File: src/rtl/apb_uart_master.sv
// ---------------------------------------------------------------------------
// apb_uart_master
//
// Command-driven APB master placed in front of the APB UART peripheral
// (data 0x400, state 0x404, ctrl 0x408, baud 0x410). Requests are queued in
// a small command FIFO and each one is issued as a single SETUP + ACCESS
// transfer. A PREADY timeout aborts a stalled ACCESS phase. Every finished
// or aborted transfer yields one registered response pulse.
//
// Parameters
//   FIFO_DEPTH  command FIFO entries (power of two, >= 2)
//   TIMEOUT     maximum ACCESS-phase cycles per transfer (1..255)
//
// Ports
//   PCLK, PRESET          clock, asynchronous active-high reset
//   cmd_valid/cmd_ready   command handshake (cmd_ready = FIFO not full)
//   cmd_write/addr/wdata  command payload (wdata ignored for reads)
//   rsp_valid             one-cycle pulse per completed/aborted transfer
//   rsp_rdata, rsp_err    response payload, held until the next response
//   fifo_level            number of queued (not yet issued) commands
//   busy                  FSM active or commands queued
//   PSEL..PRDATA          APB master interface
// ---------------------------------------------------------------------------
module apb_uart_master #(
    parameter int unsigned FIFO_DEPTH = 4,
    parameter logic [7:0]  TIMEOUT    = 8'd255
) (
    input  logic                          PCLK,
    input  logic                          PRESET,
    input  logic                          cmd_valid,
    output logic                          cmd_ready,
    input  logic                          cmd_write,
    input  logic [11:0]                   cmd_addr,
    input  logic [7:0]                    cmd_wdata,
    output logic                          rsp_valid,
    output logic [31:0]                   rsp_rdata,
    output logic                          rsp_err,
    output logic [$clog2(FIFO_DEPTH):0]   fifo_level,
    output logic                          busy,
    output logic                          PSEL,
    output logic                          PENABLE,
    output logic                          PWRITE,
    output logic [11:0]                   PADDR,
    output logic [7:0]                    PWDATA,
    input  logic                          PREADY,
    input  logic [31:0]                   PRDATA
);

    localparam int PTR_W   = $clog2(FIFO_DEPTH);
    localparam int LEVEL_W = PTR_W + 1;

    typedef struct packed {
        logic        write;
        logic [11:0] addr;
        logic [7:0]  wdata;
    } cmd_t;

    typedef enum logic [1:0] {
        IDLE,
        SETUP,
        ACCESS
    } state_t;

    state_t state, next_state;

    // ------------------------------------------------------------------
    // Command FIFO
    // ------------------------------------------------------------------
    cmd_t               mem [FIFO_DEPTH];
    logic [PTR_W-1:0]   wr_ptr, rd_ptr;
    logic [LEVEL_W-1:0] count;
    logic               push, pop, fifo_empty;
    cmd_t               head;

    assign fifo_empty = (count == '0);
    // Full blocks a push even when a pop happens in the same cycle.
    assign cmd_ready  = (count != LEVEL_W'(FIFO_DEPTH));
    assign push       = cmd_valid && cmd_ready;
    assign head       = mem[rd_ptr];
    assign fifo_level = count;

    // NOTE: storage array has no reset; the pointers and count define which
    // entries are valid, so clearing the payload would only cost a reset net.
    always_ff @(posedge PCLK) begin
        if (push) begin
            mem[wr_ptr] <= '{write: cmd_write, addr: cmd_addr, wdata: cmd_wdata};
        end
    end

    // NOTE: sequential state uses non-blocking assignments so every register
    // samples pre-edge values regardless of statement order.
    always_ff @(posedge PCLK or posedge PRESET) begin
        if (PRESET) begin
            wr_ptr <= '0;
            rd_ptr <= '0;
            count  <= '0;
        end else begin
            if (push) wr_ptr <= wr_ptr + 1'b1;
            if (pop)  rd_ptr <= rd_ptr + 1'b1;
            case ({push, pop})
                2'b10:   count <= count + 1'b1;
                2'b01:   count <= count - 1'b1;
                default: count <= count;
            endcase
        end
    end

    // ------------------------------------------------------------------
    // Transfer FSM
    // ------------------------------------------------------------------
    logic [7:0]  tmo_cnt;
    logic        xfer_done, xfer_abort;
    logic        write_q;
    logic [11:0] addr_q;
    logic [7:0]  wdata_q;

    always_ff @(posedge PCLK or posedge PRESET) begin
        if (PRESET) state <= IDLE;
        else        state <= next_state;
    end

    // NOTE: every output of this block gets a default first, so no path
    // leaves a signal unassigned and no latch is inferred.
    always_comb begin
        next_state = state;
        pop        = 1'b0;
        xfer_done  = 1'b0;
        xfer_abort = 1'b0;
        case (state)
            IDLE: begin
                if (!fifo_empty) begin
                    pop        = 1'b1;
                    next_state = SETUP;
                end
            end
            SETUP: begin
                next_state = ACCESS;
            end
            ACCESS: begin
                if (PREADY)                              xfer_done  = 1'b1;
                else if (tmo_cnt == (TIMEOUT - 8'd1))    xfer_abort = 1'b1;
                // Finished transfers chain straight into the next SETUP so a
                // busy queue keeps PSEL asserted without an IDLE bubble.
                if (xfer_done || xfer_abort) begin
                    if (!fifo_empty) begin
                        pop        = 1'b1;
                        next_state = SETUP;
                    end else begin
                        next_state = IDLE;
                    end
                end
            end
            default: next_state = IDLE;
        endcase
    end

    // Transfer registers, timeout counter and response registers.
    always_ff @(posedge PCLK or posedge PRESET) begin
        if (PRESET) begin
            write_q   <= 1'b0;
            addr_q    <= '0;
            wdata_q   <= '0;
            tmo_cnt   <= '0;
            rsp_valid <= 1'b0;
            rsp_rdata <= '0;
            rsp_err   <= 1'b0;
        end else begin
            rsp_valid <= xfer_done || xfer_abort;
            if (xfer_done) begin
                rsp_rdata <= write_q ? 32'd0 : PRDATA;
                rsp_err   <= 1'b0;
            end else if (xfer_abort) begin
                rsp_rdata <= '0;
                rsp_err   <= 1'b1;
            end

            if (pop) begin
                write_q <= head.write;
                addr_q  <= head.addr;
                wdata_q <= head.write ? head.wdata : 8'd0;
                tmo_cnt <= '0;
            end else if (state == ACCESS && !PREADY) begin
                // Cannot wrap: the abort fires at TIMEOUT-1 (<= 254).
                tmo_cnt <= tmo_cnt + 8'd1;
            end
        end
    end

    // APB outputs are derived from the state register so they fall as soon
    // as reset is applied, and read as zero while idle.
    logic in_xfer;
    assign in_xfer = (state != IDLE);
    assign PSEL    = in_xfer;
    assign PENABLE = (state == ACCESS);
    assign PWRITE  = in_xfer ? write_q : 1'b0;
    assign PADDR   = in_xfer ? addr_q  : 12'd0;
    assign PWDATA  = in_xfer ? wdata_q : 8'd0;
    assign busy    = in_xfer || !fifo_empty;

endmodule

File: config.mk
export PLATFORM = sky130hd
export DESIGN_NAME = apb_uart_master
export DESIGN_NICKNAME = d
export VERILOG_FILES = /design/src/rtl/apb_uart_master.sv
export SDC_FILE = /design/constraint.sdc
export NUM_CORES = 1
export LEC_CHECK = 0
export ABC_AREA = 1
export ABC_CLOCK_PERIOD_IN_PS = 3200
export BUFFER_PORTS_ARGS = -buffer_cell sky130_fd_sc_hd__clkbuf_2
export CORE_ASPECT_RATIO = 0.75
export CORE_MARGIN = 2
export CORE_UTILIZATION = 42
export CTS_CLUSTER_DIAMETER = 100
export DETAILED_ROUTE_END_ITERATION = 10
export GPL_ROUTABILITY_DRIVEN = 0
export GPL_TIMING_DRIVEN = 1
export PLACE_DENSITY = 0.74
export RECOVER_POWER = 25
export SYNTH_ARGS = -nofsm -noshare
export SYNTH_HDL_FRONTEND = slang
export SYNTH_SLANG_ARGS = --single-unit
export TNS_END_PERCENT = 5
File: constraint.sdc
create_clock -name PCLK -period 3.2 [get_ports PCLK]
set_clock_uncertainty 0.05 [all_clocks]
set_input_delay 0.16 -clock PCLK [delete_from_list [all_inputs] [get_ports PCLK]]
set_output_delay 0.16 -clock PCLK [all_outputs]
set_load 0.005 [all_outputs]
Yosys cells after proc, flatten, opt, wreduce, memory -nomap -nowiden
Memories as Yosys holds them, arrays and structs flattened.
Cells that the tools add are included.
Storage, ports and cells
  bits in registers: 72
  bits in latches: 0
  RAM bits: 84
  bits in read-only memories: 0
  input port bits: 57
  memories kept: 1
Memories
  mem: depth 4, bits a word 21, rd ports 1, clocked after Yosys merged registers in 0, wr ports 1, line 69  | cmd_t mem [FIFO_DEPTH];
Cells by class
  add/sub/neg operators: 5
  multiply operators: 0
  divide/modulo/power cells: 0
  magnitude comparators: 0
  eq/ne operators: 8
  shift-type cells: 0
  multiplexer cells: 28
  bitwise operators: 0
  reduce and logical (&&, ||, !) cells: 14
Operators with widths (number)
  $mux 32: 3
  $mux 8: 4
  $mux 1: 15
  $mux 12: 1
  $add 8x1->8 const B: 1
  $eq 8x8->1 const B: 1
  $reduce_bool 2->1: 4
  $pmux 2 s3: 1
  $pmux 3 s2: 1
  $add 2x1->2 const B: 2
  $eq 2x1->1 const B: 2
  $eq 2x2->1 const B: 2
  $mux 2: 2
  $add 3x1->3 const B: 1
  $logic_not 3->1: 1
  $logic_or 1x1->1: 3
  $ne 3x3->1 const B: 1
  $sub 3x1->3 const B: 1
  $logic_and 1x1->1: 2
  $logic_not 1->1: 2
  $logic_not 2->1: 1
  $ne 2x1->1 const B: 1
  $ne 2x2->1 const B: 1
  $pmux 1 s2: 1
  $reduce_and 2->1: 1

Longest topological paths before layout
Gate-level depths: netlist of run 1.
  depth in word-level cells: 9
  mapped depth: 15
  depth with buffers taken out: 14

Least setup slack after synthesis of run 1
No wires, ideal clock.
  path kind: register -> register
  start point: reg tmo_cnt[0]
  end point: reg count[2], in the netlist fifo_level[2]
  setup time: 124 ps
  arrival: 2144 ps
  slack: 882 ps
  stages on the path, launching flop included: 16
  buffers on the path: 1
  period minus slack after synthesis: 2318 ps
  cell sequence: dfrtp_1 inv_1 ha_1 nand2_1 nor2_1 nand2_2 nand2_4 nand2_4 inv_6 buf_6 ha_1 inv_1 fa_1 a21oi_1 o21ai_0 xnor2_1
Between the ends
  longest elaborated chain between the ends: 9
RTL lines
  from (decl): line 111  | logic [7:0] tmo_cnt;
  from (signal assigned): line 184  | tmo_cnt <= tmo_cnt + 8'd1;
  $eq 8x8->1 *: line 141  | else if (tmo_cnt == (TIMEOUT - 8'd1)) xfer_abort = 1'b1;
  $mux 1 *: line 141
  $mux 1 *: line 140  | if (PREADY) xfer_done = 1'b1;
  $mux 1 *: line 129  | case (state)
  $logic_or 1x1->1 *: line 144  | if (xfer_done || xfer_abort) begin
  $mux 1 *: line 144
  $pmux 1 s2 *: line 129
  $eq 2x1->1 or $eq 2x2->1 (tied branches): line 100  | case ({push, pop})
  $pmux 3 s2 or $reduce_bool 2->1 (tied branches)
  to (signal assigned): line 101  | 2'b10: count <= count + 1'b1;
  to (signal assigned): line 102  | 2'b01: count <= count - 1'b1;
  to (signal assigned): line 103  | default: count <= count;
  to (decl): line 71  | logic [LEVEL_W-1:0] count;
Every way passes the cells marked *; elsewhere a longest branch is shown, timed or not. The select of a mux whose other input is x is not followed.
A chain may end at the register's enable or synchronous reset.

Worst setup path in the final report of run 1
Ends and elaborated chain as after synthesis.

==> summary.txt, run 1 <==
Outcome
  • Status: finished clean

Clock network
  • Setup Fix Bufs, Post-CTS: 0
  • Clk slew on worst S/H paths: 0.06 ns
  • Root cell of the clock tree: clkbuf_16
  • Clock buffer depth: 2
  • Skew-Pair Late Insertion Delay: 0.42 ns
  • H-Tree Depth: 4
  • Num CTS Buffers: 17
  • Post-CTS sizing: 0
  • Clk sink count: 156
  • CTS tree: built

Place
  • Worst slack at placement: 0.806 ns
  • Port Buffers: 118
  • Dpl hpwl: 9460 µm
  • DP Area: 7440 µm²

Timing
  • Final setup viols: 0
  • Final Max Slew Viols: 0
  • Fmax: 412 MHz
  • Fin crit share: 75.8%
  • Post-layout min period: 2.42 ns
  • Worst-Margin Slew: 1.15 ns
  • RSZ-0062 raised after global routing: false
  • Worst Slack Setup Final: 0.775 ns
  • Final hold vios: 0
  • Relative max-transition margin: 23.4%
  • Setup_tns: 0 ns

Yosys
  • Mapped Area: 6650 µm²
  • Distinct cells, synth: 28
  • Post-synth net total: 750
  • Avg Cell Area, Syn: 9.70 µm²
  • Synth top area cells: edfxtp_1 (38%), dfrtp_1 (27%), nand2_1 (11%)
  • Mapped Cells: 685
  • Yosys Warn Count: 0
  • Synth top area share: 38.0%
  • Synthesized flop and latch total: 156
  • Seq/Total Area, Yosys: 65.1%
  • Area leader, netlist: edfxtp_1

Power and ir drop
  • Maximum vdd ir drop: 0.000538 V
  • Pwr dens: 885 nW/µm²
  • Leakage: 0.00404 µW

GRT
  • Global route overflow: 0
  • Global Route Usage Sum: 19.0%
  • First-pass GRT wire length: 24600 µm
  • Vias in the first global route: 4919
  • Antenna violations before repair: 0
  • Largest net degree at the start of global routing: 45

Floorplanning
  • Core box area: 15400 µm²
  • Ports: 119
  • Die Wd: 149 µm
  • Row cnt: 39
  • Starting Density: 43.2%
  • Die area: 16900 µm²
  • Chip height: 113 µm

Drt
  • DRT Pass-1 Iters: 4
  • Vias: 4963
  • Vias per inst: 4.60
  • Final WL: 15100 µm
  • Wire per inst: 14.0 µm
  • DRC Markers: 0
  • Initial DRC Count: 294
  • Routed Antenna Nets: 0

Run
  • Max-cap violations: 0

Worst setup path
  • Crit. End Element: flip-flop
  • Worst r2r src: tmo_cnt[0]$_DFFE_PP0P_
  • Kind of critical path: flip-flop to flip-flop
  • R2R cell count: 14
  • Worst Setup SP: tmo_cnt[0]$_DFFE_PP0P_
  • Worst Setup EP: fifo_level[2]$_DFFE_PP0P_
  • Worst Setup Start Kind: flip-flop
  • R2r endpoint: fifo_level[2]$_DFFE_PP0P_
  • CP required: 3.45 ns
  • Crit Path Max Fanout: 19
  • FF-to-FF setup slack: 0.78 ns
  • CP Data Arrival Time: 2.68 ns

Final layout
  • Antenna Cells: 0
  • Area Growth Syn to Fin: 28.1%
  • Most frequent cells in the layout: nand2_1 (201), clkbuf_2 (97), nor2_1 (88)
  • Design area: 8520 µm²
  • Fin nets: 925
  • Share of layout cells above drive strength 1: 17.3%
  • Most common cell after layout, fill and taps aside: nand2_1

Hold path
  • Worst hold path class: input pin to flip-flop
[layout make-up]
| type | instances | area [µm²] |
|---|---|---|
| multi-input cells | 417 | 1860 |
| fillers | 1349 | 6850 |
| inverters | 84 | 320 |
| repair buffers | 184 | 1190 |
| clock inverters | 15 | 138 |
| flip-flops and latches | 156 | 4320 |
| well taps | 205 | 256 |
| clock buffers | 17 | 425 |
[flip-flops by register name, indices dropped and copies added, names as in the netlist]
name	cells
rd_ptr	2
tmo_cnt	8
fifo_level	3
rsp_rdata	32
state	2
addr_q	12
write_q	1
rsp_valid	1
mem	84
wdata_q	8
rsp_err	1
wr_ptr	2
[layer usage]
layer  track usage, %  up-vias  part of all wire [%]
met5                0        -                     0
met4             4.76        0                  0.92
met3             4.19       11                   5.9
met2             31.3      144                    47
met1             25.9     2299                    46
li1                 -     2509                     -
[how the worst min path moves through the flow]
stage	start	end	slack, ns	depth (start not counted)
CTS	PREADY	tmo_cnt[4]$_DFFE_PP0P_	0.12	4
detailed placement	PRESET	rsp_rdata[6]$_DFFE_PP0P_	0.22	2
floorplan	cmd_wdata[0]	mem[0][0]$_DFFE_PP_	0.21	0
finish	PREADY	tmo_cnt[4]$_DFFE_PP0P_	0.13	4
global route	PREADY	tmo_cnt[4]$_DFFE_PP0P_	0.15	4
global placement	PRESET	rsp_rdata[6]$_DFFE_PP0P_	0.23	2
[Yosys cell counts, drive strengths merged]
| cell | instances |
|---|---|
| o21bai | 2 |
| fa | 1 |
| xor2 | 2 |
| o21ai | 37 |
| dfrtp | 72 |
| xnor2 | 3 |
| buf | 17 |
| nor3 | 1 |
| ha | 7 |
| nand4 | 1 |
| a21oi | 4 |
| nor2 | 92 |
| edfxtp | 84 |
| inv | 84 |
| clkbuf | 11 |
| nand3 | 61 |
| nand2 | 206 |
[timing repair]
action / 4_1_cts / 5_1_grt
hold endpoints to repair: 144 / 0
hold buffers: 54 / 0
endpoints found under the setup margin: 0 / 0
[cell families after synthesis]
group | synth area share [%]
AO/OA/AOI/OAI | 3.31
XOR/XNOR | 0.659
adder cells (fa/ha/maj) | 1.62
buffers and inverters | 7.02
flip-flops | 65.1
AND/OR/NAND/NOR | 22.3
[worst max-delay path: stages, from the launching register on]
cell	delay, ns
dfrtp_1	0.40
inv_1	0.10
ha_1	0.15
nand2_1	0.05
nor2_1	0.14
nand2_2	0.10
nand2_4	0.09
nand2_4	0.06
inv_6	0.15
ha_1	0.17
inv_1	0.07
fa_1	0.38
a21oi_1	0.14
o21ai_0	0.11
xnor2_1	0.13
[where the power goes]
part | leakage (µW) | total (µW) | switching [µW] | internal, µW
logic | 0.00208 | 2630 | 1720 | 917
registers | 0.00169 | 2970 | 261 | 2710
clock network | 0.000265 | 1930 | 843 | 1080
[per-stage QoR]
stage	cells	util [%]	power (µW)	hold WS, ns
finish	1078	55.4	7530	0.134
CTS	1078	55.6	7610	0.121
global route	1078	55.4	8120	0.148
floorplan	685	-	4720	0.209
detailed placement	992	48.4	5630	0.225
global placement	992	48.4	5550	0.231
Power figures use the tool's default switching activity.
==> run 2, diff against run 1 <==
Settings changed: ABC_CLOCK_PERIOD_IN_PS 3200 to 2300.
Clock period 3.2 ns to 2.3 ns, I/O delays scaled along.
==> run 2 against run 1 <==
Largest cell class unchanged; non-clock buffer count up 7; critical path depth unchanged; global-route usage up 0.39 points; sequential share of layout area down 0.44 points; sequential power up 41%; highest routed layer unchanged; wire length up 2.8%.
==> summary.txt, run 2 (synthesized netlist as in run 1, its figures left out) <==
Outcome
  • Status: finished clean (unchanged)

GRT
  • Antenna violations before repair: 0 (unchanged)
  • First-pass GRT wire length: 25300 µm (was 24600 µm)
  • Largest net degree at the start of global routing: 42 (was 45)
  • Global Route Usage Sum: 19.4% (was 19.0%)
  • Vias in the first global route: 5086 (was 4919)
  • Global route overflow: 0 (unchanged)

Timing
  • Final setup viols: 0 (unchanged)
  • Fmax: 468 MHz (was 412 MHz)
  • Fin crit share: 92.9% (was 75.8%)
  • Worst-Margin Slew: 1.43 ns (was 1.15 ns)
  • Post-layout min period: 2.14 ns (was 2.42 ns)
  • Final hold vios: 0 (unchanged)
  • Relative max-transition margin: 4.37% (was 23.4%)
  • Setup_tns: 0 ns (unchanged)
  • RSZ-0062 raised after global routing: false (unchanged)
  • Worst Slack Setup Final: 0.164 ns (was 0.775 ns)
  • Final Max Slew Viols: 0 (unchanged)

Drt
  • Wire per inst: 14.3 µm (was 14.0 µm)
  • Vias per inst: 4.70 (was 4.60)
  • Vias: 5101 (was 4963)
  • DRC Markers: 0 (unchanged)
  • Final WL: 15500 µm (was 15100 µm)
  • Routed Antenna Nets: 0 (unchanged)
  • Initial DRC Count: 398 (was 294)
  • DRT Pass-1 Iters: 5 (was 4)

Final layout
  • Register bank with the most flops: mem (unchanged)
  • Share of layout cells above drive strength 1: 17.8% (was 17.3%)
  • Most frequent cells in the layout: nand2_1 (201), clkbuf_2 (95), edfxtp_1 (84) (was nand2_1 (201), clkbuf_2 (97), nor2_1 (88))
  • Fin nets: 932 (was 925)
  • Most common cell after layout, fill and taps aside: nand2_1 (unchanged)
  • Area Growth Syn to Fin: 29.3% (was 28.1%)
  • Final Core Density: 55.9% (was 55.4%)
  • Max FFs per register: 84 (unchanged)
  • Antenna Cells: 0 (unchanged)
  • Biggest regs: mem (84), rsp_rdata (32), addr_q (12) (unchanged)

Place
  • Worst slack at placement: 0.0876 ns (was 0.806 ns)
  • Port Buffers: 118 (unchanged)
  • Dpl hpwl: 9370 µm (was 9460 µm)

Hold path
  • Worst hold path class: input pin to flip-flop (unchanged)

Clock network
  • Num CTS Buffers: 17 (unchanged)
  • H-Tree Depth: 4 (unchanged)
  • Clk sink count: 156 (unchanged)
  • Clock buffer depth: 2 (unchanged)
  • Clk slew on worst S/H paths: 0.06 ns (about the same)
  • Root cell of the clock tree: clkbuf_16 (unchanged)
  • Skew-Pair Late Insertion Delay: 0.42 ns (about the same)
  • CTS tree: built (unchanged)

Floorplanning
  • Die area: 16900 µm² (unchanged)
  • Core box area: 15400 µm² (unchanged)
  • Chip height: 113 µm (unchanged)
  • Starting Density: 43.2% (unchanged)
  • Ports: 119 (unchanged)
  • Row cnt: 39 (unchanged)
  • Die Wd: 149 µm (unchanged)

Run
  • Max-cap violations: 0 (unchanged)

Worst setup path
  • CP Data Arrival Time: 2.39 ns (was 2.68 ns)
  • Crit Path Max Fanout: 4 (was 19)
  • Crit. End Element: flip-flop (unchanged)
  • Worst Setup Start Kind: flip-flop (unchanged)
  • CP required: 2.55 ns (was 3.45 ns)
  • Kind of critical path: flip-flop to flip-flop (unchanged)

Power and ir drop
  • Maximum vdd ir drop: 0.000742 V (was 0.000538 V)
  • Pwr dens: 1240 nW/µm² (was 885 nW/µm²)
  • Leakage: 0.00407 µW (was 0.00404 µW)
-- run 2: timing repair --
item	in CTS	in global routing
endpoints found under the setup margin	0	1
hold endpoints to repair	149	0
resized for setup	0	3
buffers inserted	0	1
hold buffers	54	0
-- run 2: report_power, final --
group          leakage, µW  internal (µW)  switching (µW)
Combinational      0.00211           1360            2420
Clock             0.000267           1620            1050
Sequential         0.00169           3770             421
-- run 2: metrics by stage --
| step | hold slack [ns] | instance area (µm²) | std cells | total power [µW] |
|---|---|---|---|---|
| final | 0.0907 | 8590 | 1085 | 10600 |
| after floorplan | 0.164 | 6650 | 685 | 6570 |
| after global placement | 0.248 | 7510 | 998 | 7800 |
| after detailed placement | 0.255 | 7510 | 998 | 7910 |
| after global routing | 0.0937 | 8590 | 1085 | 11400 |
| after CTS | 0.0757 | 8610 | 1084 | 10700 |
-- run 2: path summary, 6_finish.rpt --
path                                                from                   endpoint  slack (ns)  depth (start not counted)
max in group asynchronous                         PRESET  fifo_level[1]$_DFFE_PP0P_        0.74                          4
worst min register to register  rsp_rdata[8]$_DFFE_PP0P_   rsp_rdata[8]$_DFFE_PP0P_        0.42                          2
worst max register to register    tmo_cnt[0]$_DFFE_PP0P_  fifo_level[2]$_DFFE_PP0P_        0.16                         14
worst min-delay path                              PREADY       state[1]$_DFFE_PP0P_        0.09                          4
min in group asynchronous                         PRESET  rsp_rdata[25]$_DFFE_PP0P_        0.60                          3
worst max-delay path              tmo_cnt[0]$_DFFE_PP0P_  fifo_level[2]$_DFFE_PP0P_        0.16                         14
-- run 2: layout make-up --
type,count,area [µm²]
timing repair buffer,191,1260
clock buffer,25,465
clock inverter,7,90.1
inverter,84,320
multi-input combinational,417,1880
sequential,156,4320
fill,1341,6780
tap,205,256
-- run 2: critical path: stages (launching register included) --
cell and delay [ns]:
dfrtp_1 0.37, inv_1 0.09, ha_1 0.15, nand2_1 0.06, nor2_2 0.14, nand2_2 0.09, nand2_4 0.09, nand2_4 0.06
inv_6 0.05, ha_1 0.12, inv_1 0.08, fa_2 0.36, a21oi_2 0.11, o21ai_1 0.08, xnor2_1 0.12
-- run 2: routing by layer --
layer  track usage [%]  share of wire [%]
met3              4.44                5.0
met5                 0                  0
met2              32.2                 48
met1              25.6                 45
met4              6.22                1.6
==> run 3, diff against run 2 <==
Settings changed: ABC_CLOCK_PERIOD_IN_PS 2300 to 1900, PLACE_DENSITY 0.74 to 0.76.
Clock period 2.3 ns to 1.9 ns, I/O delays scaled along.
==> run 3 against run 2 <==
The run now ends with negative setup slack left; register-to-register slack worse by 0.32 ns; combinational power up 33%; non-clock buffer count is 26 higher; sequential cell count stayed put; worst setup slack worse by 0.32 ns; clock-buffer cell count is 8 lower; global-route usage is 0.081 points higher.
==> summary.txt, run 3 (synthesized netlist as in run 1, its figures left out) <==
Outcome
  • Status: complete, but fails checks (was finished clean)
  • Failing checks: negative setup slack

Worst setup path
  • Crit. End Element: flip-flop (unchanged)
  • Worst Setup Start Kind: flip-flop (unchanged)
  • Kind of critical path: flip-flop to flip-flop (unchanged)
  • CP Data Arrival Time: 2.31 ns (was 2.39 ns)
  • Worst r2r src: tmo_cnt[0]$_DFFE_PP0P_ (unchanged)
  • R2r endpoint: fifo_level[2]$_DFFE_PP0P_ (unchanged)
  • Worst Setup EP: fifo_level[2]$_DFFE_PP0P_ (unchanged)
  • Worst Setup SP: tmo_cnt[0]$_DFFE_PP0P_ (unchanged)
  • Crit Path Max Fanout: 2 (was 4)
  • CP required: 2.16 ns (was 2.55 ns)
  • FF-to-FF setup slack: -0.15 ns (was 0.16 ns)
  • R2R cell count: 14 (unchanged)

Floorplanning
  • Chip height: 113 µm (unchanged)
  • Die Wd: 149 µm (unchanged)
  • Die area: 16900 µm² (unchanged)
  • Row cnt: 39 (unchanged)
  • Starting Density: 43.2% (unchanged)
  • Core box area: 15400 µm² (unchanged)
  • Ports: 119 (unchanged)

Final layout
  • Most common cell after layout, fill and taps aside: nand2_1 (unchanged)
  • Max FFs per register: 84 (unchanged)
  • Register area: 4320 µm² (unchanged)
  • Share of layout cells above drive strength 1: 21.6% (was 17.8%)
  • Register bank with the most flops: mem (unchanged)
  • Multi-input gate area: 1920 µm² (was 1880 µm²)
  • Most frequent cells in the layout: nand2_1 (200), clkbuf_2 (97), nor2_1 (87) (was nand2_1 (201), clkbuf_2 (95), edfxtp_1 (84))
  • Antenna Cells: 0 (unchanged)
  • Biggest regs: mem (84), rsp_rdata (32), addr_q (12) (unchanged)
  • Area Growth Syn to Fin: 35.7% (was 29.3%)
  • Fillers: 1321 (was 1341)
  • Design area: 9020 µm² (was 8590 µm²)
  • Fin nets: 958 (was 932)

Timing
  • Relative max-transition margin: 41.6% (was 4.37%)
  • Final hold vios: 0 (unchanged)
  • Final Max Slew Viols: 0 (unchanged)
  • Fin crit share: 108% (was 92.9%)
  • Post-layout min period: 2.05 ns (was 2.14 ns)
  • RSZ-0062 raised after global routing: true (was false)
  • Final setup viols: 2 (was 0)
  • Fmax: 487 MHz (was 468 MHz)
  • Worst Slack Setup Final: -0.153 ns (was 0.164 ns)
  • Worst-Margin Slew: 0.875 ns (was 1.43 ns)

Power and ir drop
  • Leakage: 0.00429 µW (was 0.00407 µW)
  • Pwr dens: 1530 nW/µm² (was 1240 nW/µm²)
  • Maximum vdd ir drop: 0.000856 V (was 0.000742 V)

Clock network
  • Clk slew on worst S/H paths: 0.06 ns (about the same)
  • CTS tree: built (unchanged)
  • Num CTS Buffers: 17 (unchanged)
  • Root cell of the clock tree: clkbuf_16 (unchanged)
  • H-Tree Depth: 4 (unchanged)
  • Skew-Pair Late Insertion Delay: 0.42 ns (about the same)
  • Clock buffer depth: 2 (unchanged)
  • Clk sink count: 156 (unchanged)

Place
  • Worst slack at placement: -0.240 ns (was 0.0876 ns)
  • Dpl hpwl: 9510 µm (was 9370 µm)
  • DP Area: 7770 µm² (was 7510 µm²)
  • Port Buffers: 118 (unchanged)

Drt
  • Initial DRC Count: 249 (was 398)
  • Final WL: 15400 µm (was 15500 µm)
  • Vias: 5188 (was 5101)
  • DRT Pass-1 Iters: 4 (was 5)
  • Wire per inst: 13.9 µm (was 14.3 µm)
  • Vias per inst: 4.67 (was 4.70)
  • Routed Antenna Nets: 0 (unchanged)
  • DRC Markers: 0 (unchanged)

GRT
  • Vias in the first global route: 5264 (was 5086)
  • Largest net degree at the start of global routing: 38 (was 42)
  • Antenna violations before repair: 0 (unchanged)
  • Global Route Usage Sum: 19.5% (was 19.4%)
  • First-pass GRT wire length: 25400 µm (was 25300 µm)
  • Global route overflow: 0 (unchanged)

Hold path
  • Worst hold path class: input pin to flip-flop (unchanged)

Run
  • Max-cap violations: 0 (unchanged)
[run 3: final cells by class]
type | instances | area share, %
Clock buffer | 17 | 4.72
Clock inverter | 15 | 2.61
Inverter | 84 | 3.58
Multi-Input combinational cell | 417 | 21.3
Sequential cell | 156 | 48.0
Tap cell | 205 | 2.84
Timing Repair Buffer | 217 | 17.0
[run 3: timing repair]
item	4_1_cts	5_1_grt
cloned	0	0
setup buffers	4	1
hold buffers	54	0
pin swaps	8	5
resized for setup	7	2
endpoints found under the setup margin	2	24
endpoints found under the hold margin	135	0
[run 3: report_power, final]
| part | internal, µW | leakage [µW] | switching (µW) |
|---|---|---|---|
| Sequential | 4570 | 0.00169 | 435 |
| Combinational | 1970 | 0.00229 | 3060 |
| Clock | 2360 | 0.000309 | 1390 |
| Total | 8900 | 0.00429 | 4880 |
[run 3: worst max-delay path: stages (launching register included)]
cell and delay [ns]:
dfrtp_1 0.39, inv_2 0.08, ha_4 0.13, nand2_4 0.05, nor2_4 0.09, nand2_2 0.08
nand2_4 0.09, nand2_8 0.06, inv_8 0.06, ha_4 0.11, inv_2 0.04, fa_2 0.36
a21oi_2 0.11, o21ai_1 0.08, xnor2_1 0.12
[run 3: worst min-delay path by stage]
| stage | startpoint | endpoint | slack, ns | depth (start not counted) |
|---|---|---|---|---|
| after floorplan | cmd_wdata[0] | mem[0][0]$_DFFE_PP_ | 0.14 | 0 |
| after global placement | PRESET | rsp_rdata[6]$_DFFE_PP0P_ | 0.08 | 2 |
| after detailed placement | PRESET | rsp_rdata[4]$_DFFE_PP0P_ | 0.08 | 2 |
| after CTS | cmd_valid | wr_ptr[1]$_DFFE_PP0P_ | 0.11 | 4 |
| after global routing | cmd_valid | fifo_level[1]$_DFFE_PP0P_ | 0.13 | 4 |
| final | cmd_valid | wr_ptr[0]$_DFFE_PP0P_ | 0.12 | 4 |
[run 3: routing by layer]
layer | vias up | track usage, % | share of wire, %
met5 | - | 0 | 0
met4 | 0 | 7.17 | 1.7
met3 | 21 | 4.60 | 6.1
met2 | 155 | 33.8 | 50
met1 | 2423 | 23.9 | 43
li1 | 2589 | - | -
[run 3: through the flow]
step	setup TNS (ns)	cells	util (%)	power [µW]	hold WS (ns)
floorplan	-30.04	685	-	8030	0.144
global placement	-0.185	1020	50.5	9740	0.0808
detailed placement	-0.381	1020	50.5	9910	0.0797
CTS	-0.297	1110	58.7	13900	0.112
global route	-0.379	1111	58.7	14800	0.127
finish	-0.202	1111	58.7	13800	0.118
